$ cat src/rtl/bscan_dmi_bridge.sv
// BSCAN user-chain to DMI bridge: oversamples TCK in the clk_i domain and turns UPDATE into DMI transactions.
// Optional response timeout enabled by defining BSCAN_DMI_TIMEOUT_EN.
module bscan_dmi_bridge #(
    parameter int ABITS          = 7,
    parameter int SYNC_STAGES    = 2,
    parameter int TIMEOUT_CYCLES = 1024
) (
    input  logic             clk_i,
    input  logic             rst_ni,
    input  logic             tck_i,
    input  logic             tdi_i,
    input  logic             sel_i,
    input  logic             shift_i,
    input  logic             capture_i,
    input  logic             update_i,
    input  logic             tap_reset_i,
    output logic             tdo_o,
    output logic             dmi_req_valid_o,
    input  logic             dmi_req_ready_i,
    output logic [ABITS-1:0] dmi_req_addr_o,
    output logic [31:0]      dmi_req_data_o,
    output logic [1:0]       dmi_req_op_o,
    input  logic             dmi_resp_valid_i,
    output logic             dmi_resp_ready_o,
    input  logic [31:0]      dmi_resp_data_i,
    input  logic [1:0]       dmi_resp_resp_i
);

    localparam int DW = ABITS + 34;

    typedef enum logic [1:0] {
        IDLE     = 2'd0,
        REQ      = 2'd1,
        WAIT_RSP = 2'd2
    } state_t;

    state_t state, state_next;

    logic [SYNC_STAGES-1:0][6:0] sync_q;
    logic tck_s, tdi_s, sel_s, shift_s, capture_s, update_s, trst_s;
    logic tck_prev;
    logic tck_rise, tck_fall;

    logic [DW-1:0]    sr;
    logic [ABITS-1:0] last_addr;
    logic [31:0]      rdata;
    logic [1:0]       sticky;
    logic [1:0]       status;
    logic [ABITS-1:0] req_addr;
    logic [31:0]      req_data;
    logic [1:0]       req_op;

    logic [1:0]       upd_op;
    logic [31:0]      upd_data;
    logic [ABITS-1:0] upd_addr;
    logic busy, do_capture, do_shift, do_update, accept, reject, cap_busy;
    logic resp_done, rsp_fail, tmo_hit, tmo_fire;

    // All BSCAN signals share one synchronizer chain so they stay mutually aligned.
    always_ff @(posedge clk_i or negedge rst_ni) begin
        if (!rst_ni) begin
            sync_q   <= '0;
            tck_prev <= 1'b0;
        end else begin
            sync_q   <= {sync_q[SYNC_STAGES-2:0],
                         {tap_reset_i, update_i, capture_i, shift_i, sel_i, tdi_i, tck_i}};
            tck_prev <= tck_s;
        end
    end

    assign {trst_s, update_s, capture_s, shift_s, sel_s, tdi_s, tck_s} = sync_q[SYNC_STAGES-1];
    assign tck_rise = tck_s & ~tck_prev;
    assign tck_fall = ~tck_s & tck_prev;

    assign upd_op   = sr[1:0];
    assign upd_data = sr[33:2];
    assign upd_addr = sr[DW-1:34];

    assign busy       = (state != IDLE);
    assign status     = (sticky != 2'd0) ? sticky : (busy ? 2'd3 : 2'd0);
    assign do_capture = tck_rise & sel_s & capture_s & ~trst_s;
    assign do_shift   = tck_rise & sel_s & shift_s & ~capture_s & ~trst_s;
    assign do_update  = tck_rise & sel_s & update_s & ~trst_s &
                        ((upd_op == 2'd1) | (upd_op == 2'd2));
    assign accept     = do_update & ~busy & (sticky == 2'd0);
    assign reject     = do_update & (busy | (sticky != 2'd0));
    assign cap_busy   = do_capture & busy;
    assign resp_done  = (state == WAIT_RSP) & dmi_resp_valid_i;
    assign rsp_fail   = resp_done & (dmi_resp_resp_i != 2'd0);

`ifdef BSCAN_DMI_TIMEOUT_EN
    localparam int CW = $clog2(TIMEOUT_CYCLES + 2);
    logic [CW-1:0] tmo_cnt;

    always_ff @(posedge clk_i or negedge rst_ni) begin
        if (!rst_ni) begin
            tmo_cnt <= '0;
        end else if (accept) begin
            tmo_cnt <= '0;
        end else if (busy) begin
            tmo_cnt <= tmo_cnt + CW'(1);
        end
    end

    assign tmo_hit = busy & (tmo_cnt >= CW'(TIMEOUT_CYCLES - 1));
`else
    logic unused_cfg;
    assign unused_cfg = |TIMEOUT_CYCLES;
    assign tmo_hit    = 1'b0;
`endif

    // A handshake that lands in the timeout cycle still completes normally.
    assign tmo_fire = tmo_hit & (((state == REQ) & ~dmi_req_ready_i) |
                                 ((state == WAIT_RSP) & ~dmi_resp_valid_i));

    always_ff @(posedge clk_i or negedge rst_ni) begin
        if (!rst_ni) begin
            sr    <= '0;
            tdo_o <= 1'b0;
        end else if (trst_s) begin
            sr    <= '0;
            tdo_o <= 1'b0;
        end else begin
            if (do_capture) begin
                sr <= {last_addr, rdata, status};
            end else if (do_shift) begin
                sr <= {tdi_s, sr[DW-1:1]};
            end
            if (tck_fall & sel_s) begin
                tdo_o <= sr[0];
            end
        end
    end

    always_ff @(posedge clk_i or negedge rst_ni) begin
        if (!rst_ni) begin
            last_addr <= '0;
            req_addr  <= '0;
            req_data  <= '0;
            req_op    <= '0;
            rdata     <= '0;
            sticky    <= '0;
        end else begin
            if (accept) begin
                last_addr <= upd_addr;
                req_addr  <= upd_addr;
                req_data  <= upd_data;
                req_op    <= upd_op;
            end
            if (resp_done && (req_op == 2'd1)) begin
                rdata <= dmi_resp_data_i;
            end
            if (trst_s) begin
                sticky <= 2'd0;
            end else if (rsp_fail || tmo_fire) begin
                sticky <= 2'd2;
            end else if (cap_busy || reject) begin
                sticky <= 2'd3;
            end
        end
    end

    always_ff @(posedge clk_i or negedge rst_ni) begin
        if (!rst_ni) begin
            state <= IDLE;
        end else begin
            state <= state_next;
        end
    end

    always_comb begin
        state_next       = state;
        dmi_req_valid_o  = 1'b0;
        dmi_resp_ready_o = 1'b0;
        case (state)
            IDLE: begin
                if (accept) begin
                    state_next = REQ;
                end
            end
            REQ: begin
                dmi_req_valid_o = 1'b1;
                if (dmi_req_ready_i) begin
                    state_next = WAIT_RSP;
                end else if (tmo_fire) begin
                    state_next = IDLE;
                end
            end
            WAIT_RSP: begin
                dmi_resp_ready_o = 1'b1;
                if (dmi_resp_valid_i || tmo_fire) begin
                    state_next = IDLE;
                end
            end
            default: state_next = IDLE;
        endcase
    end

    assign dmi_req_addr_o = req_addr;
    assign dmi_req_data_o = req_data;
    assign dmi_req_op_o   = req_op;

endmodule

$ cat config.mk
export PLATFORM = sky130hd
export DESIGN_NAME = bscan_dmi_bridge
export DESIGN_NICKNAME = d
export VERILOG_FILES = /design/src/rtl/bscan_dmi_bridge.sv
export SDC_FILE = /design/constraint.sdc
export NUM_CORES = 1
export LEC_CHECK = 0
export ABC_AREA = 1
export BUFFER_PORTS_ARGS = -buffer_cell sky130_fd_sc_hd__buf_2
export CORE_MARGIN = 1
export CORE_UTILIZATION = 56
export DETAILED_ROUTE_END_ITERATION = 10
export PLACE_DENSITY = 0.88
export SLEW_MARGIN = 20
export SYNTH_ARGS = -nofsm -noshare
export SYNTH_HDL_FRONTEND = slang
export SYNTH_SLANG_ARGS = --single-unit
export TNS_END_PERCENT = 50
$ cat constraint.sdc
create_clock -name clk_i -period 2 [get_ports clk_i]
set_clock_uncertainty 0.2 [all_clocks]
set_input_delay 0.2 -clock clk_i [delete_from_list [all_inputs] [get_ports clk_i]]
set_output_delay 0.2 -clock clk_i [all_outputs]
set_load 0.005 [all_outputs]
==> metrics.cfg <==
[clock_network]
clock-sinks = 134
clock_path_buffers = 2
cts_tree = built
cts_root_buf = clkbuf_8
htreeDepth = 4
worstSkewPairLatency_ns = 0.53
cts_buffers = 17
post_cts_buffers = 0
path_clk_slew_ns = 0.06

[timing]
slew-limit-headroom = 0.6994
period_needed_ns = 1.890
setup_viol = 0
drv_slew = 0
holdWs_ns = 0.02577
fmaxAchievable_mhz = 529.2
rsz0062_at_grt = false
hold_violations = 0
finalCritPeriodShare = 0.9448
worst_pin_slew_ns = 0.4509
fin_setup_tns_ns = 0
setup_slack_ns = 0.1104

[global_routing]
grt_pass1_vias = 4694
grt_pass1_wl_um = 22270
antenna_found_initial = 0
grt_usage = 0.2895
grt_start_max_net_pins = 82
grt-ovfl-total = 0

[place]
placed_cell_area_mm2 = 0.006107
post-dp-hpwl_um = 7857
dpl.cell_count = 838
dp_slack_ns = 0.1987
port-buffer-count = 88
gp_congestion = 0.8469

[synth]
yosys.area.top_type = dfrtp_1
synth_top_area_share = 0.6090
synth_cell_types = 19
synthTopCellsByArea = dfrtp_1 61%, nand2_1 16%, inv_1 5.7%, nand3_1 4.4%, o21ai_0 3.6%
synthTopCellsByCount = 238 x nand2_1, 134 x dfrtp_1, 83 x inv_1
yosysMostFrequentCell = nand2_1
synth_fp_nets = 687
ys_ff_latch = 134
ys_seq_area_frac = 0.6090
ys.flop_type = dfrtp_1
yosysWarnings = 0
avgSynthCellArea_um2 = 8.577
synth_area_mm2 = 0.005507
synthesis.instances = 642
synthArstFlopShare = 1.000
synth_edf_count = 0

[power_and_ir_drop]
switching_share = 0.2273
p_per_area_mw_per_mm2 = 839.1
leakage_nw = 3.867
p_seq_frac = 0.457
report.power.total_mw = 5.996
peakVddDrop_v = 0.0006412
p_int_mw = 4.633
pwr-share-clk = 0.500
p_sw_mw = 1.363
p_comb_frac = 0.042

[final_layout]
layout.nets = 818
syn_to_final_growth_pct = 29.77
diodes = 0
finalInstanceArea_mm2 = 0.007146
utilization = 0.7625
drive_above_1_share = 0.1845
fin_cells = 915

[routing]
vias = 4787
drc = 0
vias_per_cell = 5.232
ant_nets = 0
drt_iter0_markers = 466
drt_first_pass_iters = 6
wl_per_cell_um = 15.06
routed_wl_um = 13780

[worst_setup_path]
cp-start-kind = flop
worstSetupPathType = reg -> reg
crit_required_ns = 2.21
crit_fanout = 41
arrival_ns = 2.10
endpoint_kind = flop

[job]
max_cap_violations = 0

[floorplanning]
fp.dieH_um = 101.2
die_area_mm2 = 0.01023
initial_utilization = 0.5876
fp.coreArea_mm2 = 0.009371
ioPinCount = 89
die_w_um = 101.2
rows = 35

[run_status]
status = complete, no violations

[worst_hold_path]
holdCritPathClass = in -> async

[layout by cell type (no fill, tap or decap), types with 2 or more instances in the layout]
cell,instances
buf_2,87
bufinv_16,2
clkinv_4,3
clkinvlp_4,4
clkinv_2,2
o21ai_1,35
nand2_1,237
or2_2,7
o31ai_1,2
o21ai_0,40
nor2_1,12
buf_4,6
clkbuf_16,16
nand3_1,48
dfrtp_1,134
a21oi_1,3
dlygate4sd3_1,44
inv_2,3
buf_12,6
inv_1,83
inv_6,3
[sequential cells by signal (all words and copies together), names as in the netlist, 2 cells and up]
signal          cells
sr                 41
dmi_req_data_o     32
rdata              32
sync_q             11
dmi_req_addr_o      7
dmi_req_op_o        2
state               2
sticky              2
[worst paths after layout]
check,from,slack (ns),cells past startpoint,end
min reg2reg,sync_q[6]$_DFF_PN0_,0.15,0,sync_q[13]$_DFF_PN0_
min,rst_ni,0.03,3,dmi_req_op_o[0]$_DFFE_PN0P_
max in group asynchronous,rst_ni,1.29,3,rdata[6]$_DFFE_PN0P_
max reg2reg,sync_q[7]$_DFF_PN0_,0.11,7,sr[35]$_DFFE_PN0P_
max,sync_q[7]$_DFF_PN0_,0.11,7,sr[35]$_DFFE_PN0P_
min in group clk_i,shift_i,0.12,2,sync_q[3]$_DFF_PN0_
[layer usage]
| layer | global-route usage | vias up | part of all wire |
|---|---|---|---|
| met5 | 0 | - | 0 |
| met2 | 0.4840 | 220 | 0.51 |
| met3 | 0.06556 | 36 | 0.056 |
| met1 | 0.3639 | 2295 | 0.41 |
| met4 | 0.1293 | 0 | 0.025 |
| li1 | - | 2236 | - |
[power groups by stage]
stage                     registers [mW]  clock network [mW]  logic, mW
after floorplan                     2.79                   0     0.0503
after global placement              2.79                   0      0.170
after detailed placement            2.79                   0      0.175
after CTS                           2.74                3.02      0.249
after global routing                2.74                3.15      0.277
final                               2.74                3.00      0.253
[what timing repair did]
item	4_1_cts	5_1_grt
hold endpoints to repair	176	0
hold buffers	45	0
resized for setup	0	2
endpoints found under the setup margin	0	13
[layout make-up]
class | instances | area (um2)
clock buffer | 18 | 417.9
inverter | 86 | 322.8
multi-input combinational | 390 | 1685
sequential | 134 | 3353
fill | 590 | 2226
tap | 129 | 161.4
clock inverter | 14 | 152.6
timing repair buffer | 144 | 1052
[cell families after synthesis]
family | synth area share
and+or+nand+nor | 0.2293
DFF | 0.6090
buffers and inverters | 0.08816
AOI/OAI and AO/OA | 0.07362
[worst max-delay path, cell delays in order (launching register included)]
cell,delay [ns]
dfrtp_1,0.39
nand2_1,0.09
nor2_2,0.23
o21ai_1,0.18
and2_1,0.17
buf_4,0.26
nand2_1,0.15
nand2_1,0.08
Note: power is estimated with default switching activity, not from simulation.
